**config.mk**
```make
export PLATFORM = sky130hd
export DESIGN_NAME = prisoners_flat
export DESIGN_NICKNAME = d
export VERILOG_FILES = /design/src/rtl/prisoners_if.sv /design/src/rtl/prisoners.sv /design/src/flat_wrapper.sv
export SDC_FILE = /design/constraint.sdc
export NUM_CORES = 1
export LEC_CHECK = 0
export BUFFER_PORTS_ARGS = -buffer_cell sky130_fd_sc_hd__buf_2
export CAP_MARGIN = 40
export CORE_ASPECT_RATIO = 0.5
export CORE_MARGIN = 2
export CORE_UTILIZATION = 54
export CTS_CLUSTER_DIAMETER = 100
export DETAILED_ROUTE_END_ITERATION = 12
export PLACE_DENSITY = 0.84
export SKIP_CTS_REPAIR_TIMING = 1
export SYNTH_ARGS = -nofsm -noshare
export SYNTH_HDL_FRONTEND = slang
export SYNTH_SLANG_ARGS = --single-unit
```
**constraint.sdc**
```tcl
create_clock -name clk -period 2.55 [get_ports clk]
set_input_delay 0.255 -clock clk [delete_from_list [all_inputs] [get_ports clk]]
set_output_delay 0.255 -clock clk [all_outputs]
set_load 0.02 [all_outputs]
```
**src/rtl/prisoners_if.sv**
```systemverilog
// Box store bus: the engine requests a box by index and the store answers
// with the box content and a one-cycle acknowledge strobe.
interface prisoners_if;
  logic       box_req;
  logic [7:0] box_addr;
  logic [7:0] input_data;
  logic       box_ack;

  modport master (
    output box_req,
    output box_addr,
    input  input_data,
    input  box_ack
  );

  modport slave (
    input  box_req,
    input  box_addr,
    output input_data,
    output box_ack
  );
endinterface

```
**src/rtl/prisoners.sv**
```systemverilog
// Cycle-following engine for the prisoners puzzle. Each prisoner starts at the
// box carrying its own number and keeps following box contents until it finds
// its number, runs out of opens, or reads an out-of-range content. The run
// stops at the first failing prisoner.
module prisoners #(
  parameter int          NUM_PRISONERS = 8,
  parameter int          MAX_OPENS     = 4,
  parameter logic [31:0] GUARD_KEY     = 32'hC0DE_CAFE
) (
  input  logic               clk,
  input  logic               rst_n,
  input  logic [31:0]        guard_key,
  input  logic [2:0]         state_reg,
  prisoners_if.master        box,
  output logic               busy,
  output logic               done,
  output logic               win,
  output logic [7:0]         fail_id,
  output logic               key_err
);

  localparam logic [2:0] CMD_START = 3'b001;
  localparam logic [2:0] CMD_CLEAR = 3'b010;
  localparam logic [2:0] CMD_ABORT = 3'b111;

  localparam logic [8:0] NUM_BOXES = 9'(NUM_PRISONERS);
  localparam logic [7:0] LAST_ID   = 8'(NUM_PRISONERS - 1);
  localparam logic [8:0] OPEN_MAX  = 9'(MAX_OPENS);

  typedef enum logic [2:0] {
    S_IDLE,
    S_REQ,
    S_WAIT,
    S_EVAL,
    S_FINISH
  } state_t;

  state_t     state;
  logic [7:0] prisoner;
  logic [7:0] pointer;
  logic [8:0] opens;
  logic [7:0] captured;

  // Whole engine: command decode, box handshake and verdict bookkeeping.
  always_ff @(posedge clk or negedge rst_n) begin
    if (!rst_n) begin
      state        <= S_IDLE;
      box.box_req  <= 1'b0;
      box.box_addr <= 8'd0;
      busy         <= 1'b0;
      done         <= 1'b0;
      win          <= 1'b0;
      fail_id      <= 8'hFF;
      key_err      <= 1'b0;
      prisoner     <= 8'd0;
      pointer      <= 8'd0;
      opens        <= 9'd0;
      captured     <= 8'd0;
    end else begin
      key_err <= 1'b0;
      if (busy && state_reg == CMD_ABORT) begin
        box.box_req <= 1'b0;
        busy        <= 1'b0;
        done        <= 1'b1;
        win         <= 1'b0;
        fail_id     <= prisoner;
        state       <= S_IDLE;
      end else begin
        case (state)
          S_IDLE: begin
            if (state_reg == CMD_START) begin
              if (guard_key == GUARD_KEY) begin
                busy     <= 1'b1;
                done     <= 1'b0;
                win      <= 1'b0;
                fail_id  <= 8'hFF;
                prisoner <= 8'd0;
                pointer  <= 8'd0;
                opens    <= 9'd0;
                state    <= S_REQ;
              end else begin
                key_err <= 1'b1;
              end
            end else if (state_reg == CMD_CLEAR) begin
              done    <= 1'b0;
              win     <= 1'b0;
              fail_id <= 8'hFF;
            end
          end
          S_REQ: begin
            box.box_req  <= 1'b1;
            box.box_addr <= pointer;
            state        <= S_WAIT;
          end
          S_WAIT: begin
            if (box.box_ack && box.box_req) begin
              captured    <= box.input_data;
              opens       <= opens + 9'd1;
              box.box_req <= 1'b0;
              state       <= S_EVAL;
            end
          end
          S_EVAL: begin
            if (captured == prisoner) begin
              if (prisoner == LAST_ID) begin
                win   <= 1'b1;
                state <= S_FINISH;
              end else begin
                prisoner <= prisoner + 8'd1;
                pointer  <= prisoner + 8'd1;
                opens    <= 9'd0;
                state    <= S_REQ;
              end
            end else if (({1'b0, captured} >= NUM_BOXES) || (opens == OPEN_MAX)) begin
              fail_id <= prisoner;
              win     <= 1'b0;
              state   <= S_FINISH;
            end else begin
              pointer <= captured;
              state   <= S_REQ;
            end
          end
          S_FINISH: begin
            busy  <= 1'b0;
            done  <= 1'b1;
            state <= S_IDLE;
          end
          default: begin
            state <= S_IDLE;
          end
        endcase
      end
    end
  end

endmodule

```
**src/flat_wrapper.sv**
```systemverilog
// flat-port wrapper written by rule: the top's interface ports become plain ports
module prisoners_flat 
#(
  parameter int          NUM_PRISONERS = 8,
  parameter int          MAX_OPENS     = 4,
  parameter logic [31:0] GUARD_KEY     = 32'hC0DE_CAFE
)
  (clk, rst_n, guard_key, state_reg, busy, done, win, fail_id, key_err, box_box_req, box_box_addr, box_input_data, box_box_ack);
  prisoners_if box_i ();
  input  logic clk;
  input  logic rst_n;
  input  logic [31:0] guard_key;
  input  logic [2:0] state_reg;
  output logic busy;
  output logic done;
  output logic win;
  output logic [7:0] fail_id;
  output logic key_err;
  output wire logic [$bits(box_i.box_req)-1:0] box_box_req;
  output wire logic [$bits(box_i.box_addr)-1:0] box_box_addr;
  input wire logic [$bits(box_i.input_data)-1:0] box_input_data;
  input wire logic [$bits(box_i.box_ack)-1:0] box_box_ack;
  assign box_box_req = box_i.box_req;
  assign box_box_addr = box_i.box_addr;
  assign box_i.input_data = box_input_data;
  assign box_i.box_ack = box_box_ack;
  prisoners #(.NUM_PRISONERS(NUM_PRISONERS), .MAX_OPENS(MAX_OPENS), .GUARD_KEY(GUARD_KEY)) u_core (.clk(clk), .rst_n(rst_n), .guard_key(guard_key), .state_reg(state_reg), .box(box_i), .busy(busy), .done(done), .win(win), .fail_id(fail_id), .key_err(key_err));
endmodule
```
## Yosys cells after proc, flatten, opt, wreduce, memory -nomap -nowiden

Index checks and enable logic that the tools add are counted.

- Input port bits: 46
- Register bits after elaboration: 57
- Word-level logic and storage cells: 113
- Bits in latches: 0
- Output and inout port bits: 21
- Memory bits (writable): 0
- Memories kept: 0
- ROM bits: 0

- Multiplexer cells: 50
- Equality and inequality tests: 27
- $lt $le $gt $ge: 1
- Bitwise gates (word level): 1
- Multipliers: 0
- $add $sub $neg: 2
- Shift operators: 0
- Divide/modulo/power cells: 0
- Reductions and logical operators: 20

Operators with widths:

| kind | count |
|---|---|
| 2-to-1 mux 8 bit | 12 |
| case mux 8 bit (2 select lines) | 3 |
| 2-to-1 mux 9 bit | 5 |
| == test 32 bit (second input constant) | 1 |
| case mux 9 bit (3 select lines) | 1 |
| 2-to-1 mux 3 bit | 7 |
| 2-to-1 mux 1 bit | 17 |
| != test 3 x 1 -> 1 bit (second input constant) | 4 |
| case mux 3 bit (4 select lines) | 1 |
| AND reduction 3 bit | 4 |
| AND reduction 6 bit | 2 |
| nonzero test 3 bit | 4 |
| AND reduction 5 bit | 2 |
| adder 9 x 1 -> 9 bit (second input constant) | 1 |
| == test 3 x 2 -> 1 bit (second input constant) | 3 |
| == test 9 x 3 -> 1 bit (second input constant) | 1 |
| adder 8 x 1 -> 8 bit (second input constant) | 1 |
| == test 8 x 3 -> 1 bit (second input constant) | 1 |
| == test 8 bit | 1 |
| greater-or-equal comparator 8 x 4 -> 1 bit (second input constant) | 1 |
| != test 2 x 1 -> 1 bit (second input constant) | 4 |
| != test 4 x 1 -> 1 bit (second input constant) | 2 |
| != test 4 x 3 -> 1 bit (second input constant) | 2 |
| case mux 1 bit (2 select lines) | 4 |
| 12 further kinds | 17 |

## Logic depth before layout (Yosys ltp)

Gate-level depths: netlist of run 1.

- Depth after elaboration: 6
- Gate-level depth with buffers: 8
- Mapped depth without buffers: 8

## Worst setup path after synthesis of run 1

Ideal clock, no wire load.

- Path kind: reg-to-reg
- Start point: register u_core.prisoner[4]
- End point: register u_core.pointer[7]
- Clock period less this slack: 2,157 ps
- Path slack: 393 ps
- Cell stages (with the launch flop): 8
- Buffers on the path: 1
- Arrival: 2,032 ps
- Setup time: 125 ps
- Data required time: 2,425 ps
- Path through: dfrtp_1 > buf_6 > or4_4 > nor3_4 > nor3_2 > a21o_4 > o2111ai_4 > mux2_4

- Word-level cells in the longest chain between the ends: 4
- Elaborated cells on any way between the ends: 9
- Those cells by class: 1 x add/sub; 4 x eq/ne; 3 x mux; 1 x reduce/logical

Ends and longest elaborated chain:

| item | line | RTL |
|---|---|---|
| start, declared | prisoners.sv:39 | `logic [7:0] prisoner;` |
| start signal, assigned | prisoners.sv:109 | `prisoner <= prisoner + 8'd1;` |
| adder 8 x 1 -> 8 bit | prisoners.sv:110 | `pointer <= prisoner + 8'd1;` |
| 2-to-1 mux 8 bit | prisoners.sv:105 | `if (prisoner == LAST_ID) begin` |
| 2-to-1 mux 8 bit | prisoners.sv:104 | `if (captured == prisoner) begin` |
| case mux 8 bit (2 select lines) | prisoners.sv:69 | `case (state)` |
| end signal, assigned | prisoners.sv:110 |  |
| end signal, assigned | prisoners.sv:119 | `pointer <= captured;` |
| end, declared | prisoners.sv:40 | `logic [7:0] pointer;` |

Several ways; a longest one is shown, not always the timed one. The select of a mux whose other input is x is not followed.
A chain may end at the register's enable or synchronous reset.

## Final worst setup path of run 1

- Start point: register u_core.prisoner[3]
- End point: register u_core.pointer[7]

The elaborated chain is that of the path after synthesis.

==> results of run 1 <==
metrics by stage:
stage | hold WS (ns) | cells | utilization, %
floorplan | -0.0406 | 303 | -
global placement | 0.157 | 441 | 63.9
detailed placement | 0.163 | 441 | 63.9
CTS | -0.186 | 457 | 69.9
global route | 0.122 | 458 | 70.2
finish | 0.120 | 458 | 70.2
power groups by stage:
| stage | clock network (mW) | logic, mW | registers, mW |
|---|---|---|---|
| detailed placement | 0 | 0.0644 | 0.921 |
| finish | 1.32 | 0.0644 | 0.906 |
| global route | 1.36 | 0.0732 | 0.906 |
| floorplan | 0 | 0.00842 | 0.921 |
| CTS | 1.32 | 0.0645 | 0.907 |
| global placement | 0 | 0.0602 | 0.921 |
final cells by class:
| class | instances | area [µm²] | area share [%] |
|---|---|---|---|
| Clock buffer | 11 | 253 | 6.59 |
| Sequential cell | 57 | 1440 | 37.4 |
| Inverter | 4 | 15.0 | 0.391 |
| Clock inverter | 5 | 77.6 | 2.02 |
| Tap cell | 73 | 91.3 | 2.38 |
| Timing Repair Buffer | 79 | 430 | 11.2 |
| Multi-Input combinational cell | 229 | 1530 | 40.0 |
worst max-delay path, cell delays in order, from the launching register on:
cell       delay [ns]
dfrtp_1          0.49
xnor2_1          0.26
nand4_1          0.17
or2_2            0.43
a21o_4           0.27
o2111ai_4        0.32
mux2_4           0.33
metal layers:
layer,wire (µm),share of wire (%),vias up
li1,-,-,1255
met1,3080,40,1328
met2,3830,50,149
met3,610,7.9,24
met4,203,2.6,0
met5,0,0,-
logic make-up (layout without fill, tap and decap cells):
family,count (synthesis),count (layout),synth area share [%]
buffers and inverters,17,99,2.59
adders and majority gates,3,3,1.23
and+or+nand+nor,134,134,23.8
DFF,57,57,47.2
muxes,17,17,6.41
AOI/OAI and AO/OA,60,60,14.4
xor gates and xnor gates,15,15,4.32
cell usage after synthesis (2+ instances only):
cell type	instances	area share, %
xnor2_1	13	3.7
nand2_1	42	5.2
a22o_1	3	0.86
and3_1	6	1.2
nor3_1	4	0.66
mux2_2	16	5.9
nand3_1	8	1.3
dfstp_2	8	6.9
or3_1	2	0.41
a31oi_1	7	1.4
a21oi_1	11	1.8
nor4bb_1	3	0.99
nand4b_1	2	0.58
o2bb2ai_1	5	1.4
or2_2	3	0.62
o21ai_0	12	2.0
nor4b_1	2	0.58
nor2_1	24	3.0
nand3b_1	3	0.74
dfrtp_1	49	40
a21o_1	3	0.74
ha_1	3	1.2
o22a_1	3	0.86
and3_2	2	0.49
nand4_1	5	1.0
xor2_1	2	0.58
nand2b_1	14	2.9
inv_1	4	0.49
buf_2	6	0.99
a211oi_1	2	0.49
clkbuf_1	5	0.62
and4_1	2	0.58
worst min-delay path by stage:
stage / startpoint / end / slack (ns) / cells after the start
2_1_floorplan: rst_n / u_core.box.box_addr[0] / -0.04 / 0
3_3_place_gp: rst_n / u_core.done / 0.16 / 1
3_5_place_dp: rst_n / u_core.done / 0.16 / 1
4_1_cts: rst_n / u_core.done / -0.19 / 1
5_1_grt: box_input_data[7] / u_core.captured[7] / 0.12 / 3
6_report: box_input_data[0] / u_core.captured[0] / 0.12 / 3
==> impl_results.md, run 1 <==
- Status: finished, final reports clean
- Clock Latency Late Sink: 0.33 ns
- Worst reg2reg path endpoint: u_core.pointer[7]
- Core Area: 5470 µm²
- Initial antenna violation count: 0
- Ports: 67
- Port bufs: 66
- Critical path type: flip-flop to flip-flop
- First-pass GRT wire length: 12.5 mm
- Vias in the first global route: 2637
- Clock share of power: 57.6%
- Die width: roughly 110 µm
- Post-synth EDFFs: 0
- Worst reg2reg path depth: 6
- Fmax: 0.419 GHz
- Slew Viols, Final: 0
- CTS clk-pin slew, worst paths: 0.05 ns
- Die Y: around 57 µm
- Clk root buf: clkbuf_16
- M1 GR Usage: 32.8%
- Met2 GRT Util: between 40% and 50%
- Critical Path RT: around 2.8 ns
- RSZ-0062 raised after global routing: no
- Number of clock sinks: 57
- GRT Util Overall: 26.3%
- Final Worst Setup Slack: 0.163 ns
- Post-synth cell types: 61
- Power per cell area: 596 nW/µm²
- Design area: 3840 µm²
- Nets: between 400 and 500
- Worst-Margin Slew: between 0.7 and 0.8 ns
- Avg Cell Area, Syn: 10.0 µm²
- Synth Register Bits: 57
- Setup_tns: 0 ns
- Wire length per cell: 16.9 µm
- Initial core utilization: 55.7%
- Worst VDD drop: 0.357 mV
- CTS Buffer Depth: 2
- Synthesized Nets: 352
- Setup crit end kind: flip-flop
- Number of flip-flops in the largest register: 9
- Pre-CTS setup slack: between 0.1 and 0.15 ns
- Synth Cell Area: about 3000 µm²
- Post-DRT Antenna Nets: 0
- Worst R2R Setup Slack: 0.16 ns
- Largest net degree at the start of global routing: 45
- Layout cells sized above 1: 34.8%
- Final Hold Fails: 0
- # DRC: 0
- Sequential area share after synthesis: between 40% and 50%
- GR Util met3: 8.34%
- Max-Slew Margin vs Limit: 51.6%
- Max cap viols: 0
- Row cnt: 19
- CP max FO: 11
- Switching power: 0.446 mW
- Sequential share of power: roughly two fifths
- # setup viols final: 0
- Crit path to: u_core.pointer[7]
- Total CTS buffers: 9
- Share of synthesized registers carrying an async set or reset: 100%
- Area Overhead vs Synth: 26.1%
- Routed WL: 7.72 mm
- Pint: about 1.8 mW
- ANT cells: 0
- Combinational Power Share: 2.8%
- Largest register by flop count: u_core.opens
- Most Crowded Layer GR: met2
- Net Sw Frac: between 10% and 20%
- Iter 0 DRT Violations: 219
- Filler cells: 379
- Leakage power: 1.90 nW
- Vias per cell: 6.02
- Router iterations before antenna repair: 5
- Most frequent cells in the layout: buf_2 (66), dfrtp_1 (49), nand2_1 (42)
- Grt total ovfl: 0
- R2r startpoint: u_core.prisoner[3]
- Most common cell after layout, fill and taps aside: buf_2
- H-tree Lvls: 3
- Placed instance area: about 3500 µm²
- CP startpoint kind: flip-flop
- HPWL after DPL: 5.37 mm
- Total power: 2.29 mW
- Ys Warns: 0
- DR vias: 2756
- Top FF cell, synth: dfrtp_1
- GP Congestion: a little over 0.9
- CP Launch Point: u_core.prisoner[3]
- CTS tree: built
- CP Data Arrival Time: 2.60 ns
- Hold crit path type: input port to flip-flop
- Die Area: roughly 6300 µm²
- Fin crit period: ~2.4 ns
- Cell count after synthesis: 303
- Tcrit/Tclk final: between 90% and 100%
- Final clock skew: 0.00403 ns
(Power assumes the default switching activity.)
==> run 2, diff against run 1 <==
--- a/config.mk
+++ b/config.mk
@@ -9,10 +9,11 @@
 export CAP_MARGIN = 40
 export CORE_ASPECT_RATIO = 0.5
 export CORE_MARGIN = 2
-export CORE_UTILIZATION = 54
+export CORE_UTILIZATION = 40
 export CTS_CLUSTER_DIAMETER = 100
 export DETAILED_ROUTE_END_ITERATION = 12
-export PLACE_DENSITY = 0.84
+export MAX_ROUTING_LAYER = met4
+export PLACE_DENSITY = 0.67
 export SKIP_CTS_REPAIR_TIMING = 1
 export SYNTH_ARGS = -nofsm -noshare
 export SYNTH_HDL_FRONTEND = slang
==> run 2 against run 1 <==
Against the previous run: clock power is 17% lower; final area is 0.23% lower; critical endpoint is now u_core.opens[3]; largest power group unchanged; hold slack better by 0.0082 ns; count of clock-buffer cells in the layout grew 2; sequential cell count unchanged; routed wire length down 4.1%; critical path type unchanged; die area increased by 33%.
==> impl_results.md, run 2 (synthesis gave the netlist of run 1 again) <==
- Area Overhead vs Synth: 25.8%
- Tcrit/Tclk final: between 90% and 100%
- CP startpoint kind: flip-flop
- Setup crit end kind: flip-flop
- Wire length per cell: 15.3 µm
- Slew Viols, Final: 0
- Fmax: 0.425 GHz
- Critical path type: flip-flop to flip-flop
- Layout Utilization: 52.1%
- Hold crit path type: input port to flip-flop
- Design area: 3830 µm²
- Die width: 127 µm
- First-pass GRT wire length: 12.7 mm
- Vias per cell: 5.44
- CTS tree: built
- Grt total ovfl: 0
- Final Instance Count excl. Fillers: 483
- Die Y: 65.7 µm
- DR vias: 2628
- HPWL after DPL: around 5.6 mm
- Die Area: 8370 µm²
- Critical Path RT: 2.72 ns
- CTS Buffer Depth: 2
- Nets: between 400 and 500
- Most common cell after layout, fill and taps aside: buf_2
- Initial antenna violation count: 0
- Most common cell on crit path: nand2_1
- CP cell instances: ha_1 > nand2_1 > nor3_4 > nor3_2 > nand2_1 > a21oi_2 > o221ai_1
- Total power: 2.06 mW
- # DRC: 0
- Worst-Margin Slew: 0.622 ns
- Final clock skew: about 0.0059 ns
- Largest register by flop count: u_core.opens
- Status: finished, final reports clean
- Initial core utilization: 41.4%
- # setup viols final: 0
- Leakage power: 1.88 nW
- Most frequent cells in the layout: buf_2 (66), dfrtp_1 (49), nand2_1 (42)
- Worst VDD drop: 0.312 mV
- Slowest cell on crit path: nor3_2
- Power per cell area: 538 nW/µm²
- Number of clock sinks: 57
- GRT Util Overall: 20.1%
- Clk root buf: clkbuf_16
- Hold Slack: roughly 0.13 ns
- CP max FO: 9
- Dpl cells: approximately 470
- H-tree Lvls: 3
- Port bufs: 66
- Largest net degree at the start of global routing: 31
- Fin crit period: 2.36 ns
- Total CTS buffers: 9
- Router iterations before antenna repair: 4
- CTS clk-pin slew, worst paths: 0.05 ns
- Setup_tns: 0 ns
- Layout cells sized above 1: between 30% and 40%
- Row cnt: 22
- Routed WL: 7.41 mm
- Placed instance area: 3540 µm²
- CP Data Arrival Time: 2.52 ns
- Max-Slew Margin vs Limit: between 50 and 60%
- Pre-CTS setup slack: approximately 0.14 ns
- Post-DRT Antenna Nets: 0
- Iter 0 DRT Violations: 174
- Worst reg2reg path depth: 7
- Clock Latency Late Sink: ~0.32 ns
- RSZ-0062 raised after global routing: no
- Ports: 67
- Max cap viols: 0
- Final Worst Setup Slack: a little under 0.2 ns
- Vias in the first global route: between 2000 and 3000
- ANT cells: 0
- Number of flip-flops in the largest register: 9
- Max incr delay on CP: 0.49 ns
- GP Congestion: between 0.9 and 1
- Hold depth: 3
- Core Area: 7350 µm²
- Final Hold Fails: 0
[run 2: changes by cell type in the layout (fill, tap and decap cells not counted)]
cell       delta
buf_4         +2
bufinv_16     -2
clkbuf_1      +2
[run 2: layout make-up]
cell class | count | area (µm²)
fill | 673 | 3520
multi-input combinational | 229 | 1530
sequential | 57 | 1440
timing repair buffer | 81 | 445
clock buffer | 13 | 260
tap | 96 | 120
clock inverter | 3 | 17.5
inverter | 4 | 15.0
[run 2: path summary, 6_finish.rpt]
path	from	to	slack (ns)
setup / recovery	u_core.prisoner[0]	u_core.opens[3]	0.19
hold / removal	box_input_data[1]	u_core.captured[1]	0.13
setup reg to reg	u_core.prisoner[0]	u_core.opens[3]	0.19
hold reg to reg	u_core.pointer[3]	u_core.pointer[3]	0.49
max in group asynchronous	rst_n	u_core.fail_id[6]	1.75
min in group asynchronous	rst_n	u_core.busy	0.47
[run 2: metal layers]
| metal | track usage [%] | vias to the layer above | share of wire (%) |
|---|---|---|---|
| li1 | - | 1255 | - |
| met5 | - | - | 0 |
| met3 | 5.05 | 8 | 5.9 |
| met2 | 32.6 | 87 | 48 |
| met4 | 7.55 | 0 | 1.2 |
| met1 | 24.7 | 1278 | 45 |
[run 2: report_power, final]
part	leakage [nW]	switching, mW	internal, mW	total [mW]
combinational	1.00	0.0330	0.0326	0.0656
sequential	0.747	0	0.907	0.907
clock	0.136	0.383	0.705	1.09
[run 2: worst max-delay path: cells and delay by family (launching register included)]
kind | cells | cell delay, ns
simple gates | 4 | 0.83
compound gates | 2 | 0.57
flops | 1 | 0.47
fa+ha+maj | 1 | 0.32
==> run 3, diff against run 2 <==
--- a/config.mk
+++ b/config.mk
@@ -12,6 +12,7 @@
 export CORE_UTILIZATION = 40
 export CTS_CLUSTER_DIAMETER = 100
 export DETAILED_ROUTE_END_ITERATION = 12
+export GPL_TIMING_DRIVEN = 0
 export MAX_ROUTING_LAYER = met4
 export PLACE_DENSITY = 0.67
 export SKIP_CTS_REPAIR_TIMING = 1
==> run 3 against run 2 <==
Against the previous run: the run now ends with hold timing left; clock skew rose by 0.0014 ns; final area rose by 0.59%; first-iteration DRC count increased by 3.4%; sequential cell count did not move; cell count down 0.41%; die area did not move; combinational power about the same; setup slack got worse by 0.081 ns; power is 11% higher; non-clock buffer count fell by 1; via count shrank 1.9%; largest power group unchanged.
==> impl_results.md, run 3 (synthesis gave the netlist of run 1 again) <==
- Status: finished with violations
- Failing checks: hold timing
- Most frequent cells in the layout: buf_2 (72), dfrtp_1 (49), nand2_1 (42)
- Net Sw Frac: roughly 18%
- Initial core utilization: 41.4%
- CTS Buffer Depth: 2
- Clock Latency Late Sink: 0.33 ns
- Pint: 1.87 mW
- Number of flip-flops in the largest register: 9
- Core Area: 7350 µm²
- R2r startpoint: u_core.captured[3]
- Final clock skew: 0.00722 ns
- Max-Slew Margin vs Limit: between 50 and 60%
- Die Area: about 8400 µm²
- Max cap viols: 0
- Worst-Margin Slew: approximately 0.67 ns
- Combinational Power Share: 2.9%
- Filler cells: 653
- Clk root buf: clkbuf_16
- Setup crit end kind: flip-flop
- Initial antenna violation count: 0
- Fmax: 0.410 GHz
- Clock share of power: a little under three fifths
- WL met1: 3.29 mm
- Critical Path RT: 2.76 ns
- Most common cell after layout, fill and taps aside: buf_2
- Fin crit period: 2.44 ns
- Max incr delay on CP: 0.55 ns
- Final Hold Fails: 22
- DR vias: 2578
- Die width: roughly 130 µm
- Worst reg2reg path endpoint: u_core.pointer[7]
- Total power: 2.29 mW
- Slowest cell on crit path: or4_1
- Slew Viols, Final: 0
- Tcrit/Tclk final: between 90 and 100%
- Multi-input logic area: 1540 µm²
- Worst VDD drop: roughly 0.32 mV
- Leakage power: 1.89 nW
- Nets: between 400 and 500
- Crit path to: u_core.pointer[7]
- Design area: 3850 µm²
- Port bufs: 66
- Worst R2R Setup Slack: 0.11 ns
- Layout cells sized above 1: about a third
- Vias per cell: 5.36
- Power per cell area: 594 nW/µm²
- Row cnt: 22
- Area Overhead vs Synth: 26.5%
- Top layer in use: met4
- Placed instance area: about 3500 µm²
- RSZ-0062 raised after global routing: yes
- Routed length on met3: 411 µm
- CTS tree: built
- CP cell instances: or4_1 > a211oi_1 > a21o_4 > o2111ai_4 > mux2_4
- Wire length per cell: 14.9 µm
- Grt total ovfl: 0
- Router iterations before antenna repair: 4
- Total CTS buffers: 9
- Routed WL: around 7 mm
- CP Launch Point: u_core.captured[3]
- CP startpoint kind: flip-flop
- Critical path type: flip-flop to flip-flop
- Dpl cells: 466
- Final Instance Count excl. Fillers: between 400 and 500
- GP Congestion: 0.882
- Setup_tns: 0 ns
- Pre-CTS setup slack: between 0.09 and 0.1 ns
- CP Data Arrival Time: 2.64 ns
- Worst reg2reg path depth: 5
- Sequential share of power: roughly two fifths
- CP max FO: 8
- First-pass GRT wire length: approximately 12 mm
- Number of clock sinks: 57
- Ports: 67
- Die Y: 65.7 µm
- Hold crit path type: input port to async pin
- CTS clk-pin slew, worst paths: 0.05 ns
- Switching power: around 0.42 mW
- Iter 0 DRT Violations: 180
- GRT Util Overall: 19.1%
- Vias in the first global route: 2610
- Register area: 1440 µm²
- Met2 WL: 3.40 mm
- Largest net degree at the start of global routing: 31
- Largest register by flop count: u_core.opens
- Post-DRT Antenna Nets: 0
- Layout Utilization: a little over half
- # DRC: 0
- Final Worst Setup Slack: 0.113 ns
- # setup viols final: 0
- H-tree Lvls: 3
- ANT cells: 0
- Hold Slack: -0.0364 ns
- HPWL after DPL: 5.31 mm
==> run 3: changes by cell type in the layout (fill, tap and decap cells not counted), moves of 2 or more <==
cell and delta:
bufinv_16 +2, clkinv_2 -2, buf_4 -14, buf_2 +6, clkbuf_1 +4
==> run 3: worst max-delay path, delay by kind of cell (launching register included) <==
family             cells  cell delay [ns]
AOI/OAI and AO/OA      3             0.97
and+or+nand+nor        1             0.55
DFF                    1             0.42
muxes                  1             0.36
==> run 3: final cells by class <==
| class | instances | share of cell area (%) |
|---|---|---|
| buffer | 13 | 1.66 |
| sequential | 57 | 37.3 |
| clock buffer | 13 | 7.02 |
| inverter | 4 | 0.390 |
| timing repair buffer | 67 | 9.10 |
| multi-input combinational | 229 | 39.9 |
| tap | 96 | 3.12 |
| clock inverter | 2 | 1.56 |
==> run 3: metal layers <==
metal / global-route usage [%] / vias to the layer above
li1: - / 1255
met1: 23.2 / 1246
met2: 30.9 / 71
met3: 5.21 / 6
met4: 7.14 / 0
met5: - / -
==> run 3: worst min-delay path by stage <==
stage / slack [ns] / to / startpoint / cells after the start
6_report: -0.04 / u_core.busy / rst_n / 1
2_1_floorplan: -0.04 / u_core.box.box_addr[0] / rst_n / 0
3_5_place_dp: 0.33 / u_core.busy / rst_n / 1
4_1_cts: -0.02 / u_core.opens[4] / rst_n / 1
3_3_place_gp: 0.45 / u_core.captured[5] / box_input_data[5] / 3
5_1_grt: 0.009 / u_core.opens[2] / rst_n / 1
==> run 3: power by group through the flow <==
stage | clock (mW) | combinational, mW | sequential (mW)
after floorplan | 0 | 0.00842 | 0.921
after global placement | 0 | 0.0603 | 0.921
after detailed placement | 0 | 0.0673 | 0.921
after CTS | 1.33 | 0.0673 | 0.907
after global routing | 1.38 | 0.0741 | 0.906
final | 1.31 | 0.0657 | 0.907
